$ cat config.mk
export PLATFORM = sky130hd
export DESIGN_NAME = regfile_write_ctrl
export DESIGN_NICKNAME = d
export VERILOG_FILES = /design/src/rtl/regfile_pkg.sv /design/src/rtl/regfile_wait_counter.sv /design/src/rtl/regfile_write_ctrl.sv
export SDC_FILE = /design/constraint.sdc
export NUM_CORES = 1
export LEC_CHECK = 0
export ABC_AREA = 0
export BUFFER_PORTS_ARGS = -buffer_cell sky130_fd_sc_hd__buf_2
export CAP_MARGIN = 40
export CORE_UTILIZATION = 27
export DETAILED_ROUTE_END_ITERATION = 12
export GPL_TIMING_DRIVEN = 0
export PLACE_DENSITY_LB_ADDON = 0.1
export SLEW_MARGIN = 10
export SYNTH_ARGS = -nofsm -noshare
export SYNTH_HDL_FRONTEND = slang
export SYNTH_SLANG_ARGS = --single-unit
export TNS_END_PERCENT = 1
$ cat constraint.sdc
create_clock -name clk -period 1.85 [get_ports clk]
set_input_delay 0.0925 -clock clk [delete_from_list [all_inputs] [get_ports clk]]
set_output_delay 0.0925 -clock clk [all_outputs]
set_load 0.005 [all_outputs]
$ cat src/rtl/regfile_pkg.sv
// Shared constants and state encoding for the register-file write-port controller.
// The top module takes its parameter defaults from here so the whole slice agrees on sizes.
package regfile_pkg;

    localparam int AW            = 5;
    localparam int DW            = 32;
    localparam int NREG          = 32;
    localparam int MAX_WAIT_DEF  = 8;

    typedef enum logic {
        CLEAR = 1'b0,
        RUN   = 1'b1
    } state_t;

    // Width of a counter that must be able to hold the value max_val.
    function automatic int cnt_width(input int max_val);
        return (max_val > 0) ? $clog2(max_val + 1) : 1;
    endfunction

endpackage

$ cat src/rtl/regfile_wait_counter.sv
// Saturating count of consecutive cycles the external port was kept waiting.
// 'forced' goes high once the count reaches MAX_WAIT, letting the port through next.
module regfile_wait_counter
    import regfile_pkg::*;
#(
    parameter int MAX_WAIT = MAX_WAIT_DEF
) (
    input  logic clk,
    input  logic rst,
    input  logic clr,
    input  logic inc,
    output logic forced
);

    localparam int CW = cnt_width(MAX_WAIT);
    localparam logic [CW-1:0] CMAX = CW'(MAX_WAIT);

    logic [CW-1:0] wcnt;

    // A handshake wins over a blocked cycle; once saturated the count just holds.
    always_ff @(posedge clk) begin
        if (rst) begin
            wcnt <= '0;
        end else if (clr) begin
            wcnt <= '0;
        end else if (inc && (wcnt != CMAX)) begin
            wcnt <= wcnt + 1'b1;
        end
    end

    assign forced = (wcnt == CMAX);

endmodule

$ cat src/rtl/regfile_write_ctrl.sv
// Single write port arbiter for the register file: zero-clears all registers after reset,
// then shares the port between core writeback (priority) and an external loader port.
module regfile_write_ctrl
    import regfile_pkg::*;
#(
    parameter int NREG           = regfile_pkg::NREG,
    parameter int AW             = regfile_pkg::AW,
    parameter int DW             = regfile_pkg::DW,
    parameter int MAX_WAIT       = MAX_WAIT_DEF,
    parameter int CLEAR_ON_RESET = 1
) (
    input  logic          clk,
    input  logic          rst,
    input  logic          core_we,
    input  logic [AW-1:0] core_addr,
    input  logic [DW-1:0] core_data,
    output logic          core_stall,
    input  logic          ext_valid,
    input  logic [AW-1:0] ext_addr,
    input  logic [DW-1:0] ext_data,
    output logic          ext_ready,
    output logic [AW-1:0] A3,
    output logic [DW-1:0] WD3,
    output logic          WE,
    output logic          init_done
);

    typedef struct packed {
        logic          vld;
        logic [AW-1:0] addr;
        logic [DW-1:0] data;
    } wr_req_t;

    localparam logic [AW-1:0] LAST_IDX = AW'(NREG - 1);

    state_t        state, state_nxt;
    logic [AW-1:0] clr_idx;
    logic          done_q;
    logic          forced;
    wr_req_t       core_req, ext_req, grant;

    assign core_req = '{vld: core_we,   addr: core_addr, data: core_data};
    assign ext_req  = '{vld: ext_valid, addr: ext_addr,  data: ext_data};

    always_ff @(posedge clk) begin
        if (rst) begin
            state   <= (CLEAR_ON_RESET != 0) ? CLEAR : RUN;
            clr_idx <= '0;
            done_q  <= (CLEAR_ON_RESET == 0);
        end else begin
            state <= state_nxt;
            if (state == CLEAR) begin
                clr_idx <= clr_idx + 1'b1;
                if (clr_idx == LAST_IDX)
                    done_q <= 1'b1;
            end
        end
    end

    // init_done must read low during reset even though the flop only clears at the edge.
    assign init_done = done_q & ~rst;

    always_comb begin
        state_nxt  = state;
        grant      = core_req;
        A3         = '0;
        WD3        = '0;
        WE         = 1'b0;
        core_stall = 1'b1;
        ext_ready  = 1'b0;
        if (!rst) begin
            unique case (state)
                CLEAR: begin
                    A3 = clr_idx;
                    WE = 1'b1;
                    if (clr_idx == LAST_IDX)
                        state_nxt = RUN;
                end
                RUN: begin
                    // ext_ready is offered independently of ext_valid: forced or core idle.
                    ext_ready  = forced | ~core_we;
                    core_stall = forced;
                    grant      = ext_ready ? ext_req : core_req;
                    A3         = grant.addr;
                    WD3        = grant.data;
                    WE         = grant.vld & (|grant.addr);
                end
                default: ;
            endcase
        end
    end

    regfile_wait_counter #(
        .MAX_WAIT (MAX_WAIT)
    ) u_wait (
        .clk    (clk),
        .rst    (rst),
        .clr    (ext_valid & ext_ready),
        .inc    (ext_valid & ~ext_ready),
        .forced (forced)
    );

endmodule

==> impl_metrics.csv <==
group,metric,value,unit
grt,track_usage,18.6,%
route,wl,4370,µm
clock_network,cts_tree,"done",
sta,tightest_slew,0.491,ns
setup_path,r2r_end,"u_wait.wcnt[1]$_SDFFE_PP0P_",
hold_path,hold-path-endpoint,"u_wait.wcnt[2]$_SDFFE_PP0P_",
route,drtIter0Drc,36,
floorplan,rows,23,
layout,diodes,0,
clock_network,clk_latency,0.25,ns
sta,period_share,97.9,%
sta,final_max_slew_viol_count,0,
route,wl_met2,2110,µm
sta,max_clock_freq,0.552,GHz
hold_path,hold_path.class,"in -> reg",
layout,drive_above_1_share,50.2,%
route,first_pass_iters,6,
hold_path,hold_start,"ext_valid",
setup_path,rrSetupSlack,0.34,ns
clock_network,cts_sinks,11,
sta,skew,0.00227,ns
power,power.leakage,1.12,nW
sta,worst_hold_slack,0.238,ns
route,vias_per_cell,4.59,
power,finalPower,755,µW
grt,grt_pass1_wl,6310,µm
synth,yosysWarningCount,0,
synth,synth_edf_count,0,
setup_path,endpoint_kind,"primary output",
synth,synthCells,192,
layout,syn_to_final_growth,80.2,%
clock_network,clockBufferDepth,2,
route,ant_nets,0,
clock_network,cts.htree.levels,1,
synth,synth_area_leaders,"nand2_1, dfxtp_1, a21oi_1, nor2_1, ha_1",
synth,avgSynthCellArea,5.89,µm²
setup_path,critPathMaxFanout,8,
layout,nFillCells,450,
clock_network,cts_root_buf,"clkbuf_8",
power,powerDensity,371,nW/µm²
setup_path,crit_path_start_kind,"flip-flop",
sta,post-route-min-period,1.81,ns
grt,grt_max_degree,11,
grt,overflow,0,
floorplan,die_h,66.7,µm
setup_path,cp.arrival,1.72,ns
route,top_layer,"met4",
clock_network,clk_pin_slew_worst_paths,0.05,ns
place,place_congestion,0.777,
place,postPlaceCellArea,1780,µm²
route,wire_per_inst,11.6,µm
floorplan,die_area,4450,µm²
route,routed-via-count,1731,
setup_path,path_class,"reg -> out",
sta,grt_setup_unrepaired,"yes",
synth,synth_area,1130,µm²
layout,multiInputGateArea,880,µm²
sta,maxSlewHeadroom,67.2,%
floorplan,die_w,66.7,µm
place,dp_hpwl,3320,µm
setup_path,reg2reg_from,"u_wait.wcnt[0]$_SDFFE_PP0P_",
run,cap_viol_max_count,0,
power,max-vdd-ir-drop,0.290,mV
outcome,status,"completed",
place,dp.cells,360,
clock_network,cts_made_buffers,3,
floorplan,core-area,4000,µm²
clock_network,cts_hold_buffers,0,
floorplan,initial_core_util,28.3,%
layout,nNetsFinal,410,
floorplan,ioPinCount,119,
sta,hold_violations,0,
place,port_buffers,118,
synth,synth_most_common_cell,"nand2_1",
setup_path,worstRegToRegCells,8,
route,wl_met3,321,µm
synth,synth_top_area_cell,"nand2_1",
layout,fin_area,2040,µm²
synth,synthTopCellsByCount,"nand2_1, a21oi_1, nor2_1",
hold_path,hold_depth,4,
route,drcViolationCount,0,
synth,synth_seq_cells,11,
synth,syn-num-nets,274,
layout,layout.cells.non_filler,377,
setup_path,critical_path_required,1.76,ns
synth,ys_seq_area_share,19.5,%
layout,register_area,223,µm²
route,m1WireLength,1870,µm
sta,setup_viol,0,
grt,first_global_vias,1387,
synth,synth.top_cell.area_share,25.2,%
synth,synth_cell_type_count,27,
synth,synth_ff_type,"dfxtp_1",
grt,grt_antenna_before_repair,0,
synth,synthArstFlopShare,0,%
setup_path,startpoint,"u_wait.wcnt[0]$_SDFFE_PP0P_",
==> state kept, by name, summed over array words and instances, names as in the netlist <==
name	flops
clr_idx	5
done_q	1
state	1
u_wait.wcnt	4
==> per-layer routing <==
metal / global-route usage, % / vias to the layer above
li1: - / 912
met1: 22.1 / 745
met2: 32.1 / 68
met3: 3.42 / 6
met4: 8.51 / 0
met5: 0 / -
==> layout by cell type, fill, tap and decap left out, types with 2 or more instances in the layout <==
master,instances
clkbuf_8,3
o21ai_0,2
dfxtp_1,9
a21oi_1,30
a311oi_1,2
nor2_1,17
nor2b_1,2
buf_6,8
mux2i_1,3
nand2_1,73
nand2_2,3
ha_1,3
o211ai_1,2
buf_2,120
xnor2_1,2
a311oi_2,3
nand2b_1,2
xor2_1,3
a21oi_2,4
buf_4,11
dfxtp_2,2
clkbuf_1,4
or4_1,2
inv_2,2
==> final cells by class <==
class | instances | share of cell area [%]
plain buffers | 15 | 5.52
inverters | 3 | 0.552
clock buffers | 3 | 2.03
repair buffers | 131 | 34.5
flip-flops and latches | 11 | 10.9
multi-input cells | 163 | 43.2
clock inverters | 1 | 0.246
well taps | 50 | 3.07
==> worst max-delay path by stage <==
stage / to / slack [ns] / depth (start not counted)
after floorplan: A3[0] / 0.38 / 7
after global placement: WD3[20] / 0.05 / 9
after detailed placement: WD3[20] / 0.04 / 9
after CTS: A3[4] / -0.008 / 8
after global routing: A3[3] / -0.08 / 8
final: A3[3] / 0.04 / 8
==> metrics by stage <==
step	setup WS [ns]	util (%)	setup TNS, ns
after global routing	-0.0766	51.0	-0.910
after CTS	-0.00812	48.4	-0.0137
after global placement	0.0468	44.6	0
after detailed placement	0.0435	44.6	0
final	0.0386	51.0	0
after floorplan	0.377	-	0
==> critical path, cell delays in order (launching register included) <==
cell and delay, ns:
dfxtp_2 0.33, inv_2 0.05, ha_4 0.14, nand3b_1 0.16, and2_4 0.20, buf_8 0.13, nand2_2 0.05, a311oi_2 0.26
buf_2 0.15
==> power by group <==
group | switching [mW] | leakage, nW | internal (mW)
clock | 0.104 | 0.0255 | 0.149
combinational | 0.112 | 1.01 | 0.131
sequential | 0.00986 | 0.0903 | 0.249
total | 0.226 | 1.12 | 0.529
==> what timing repair did <==
| action | CTS | global route |
|---|---|---|
| setup buffers | 9 | 4 |
| endpoints found under the setup margin | 38 | 39 |
| resized for setup | 13 | 22 |
| pin swaps | 4 | 8 |
==> kinds of logic (layout without fill, tap and decap cells) <==
kind of cell,Yosys count,count (layout),share of synthesized area [%]
xor+xnor,5,5,3.87
buf+inv,18,153,7.74
mux,3,3,2.65
compound gates,46,46,23.6
flops,11,11,19.5
simple gates,105,105,38.3
fa+ha+maj,4,4,4.42
No activity file was read; power rests on OpenSTA's default activity.
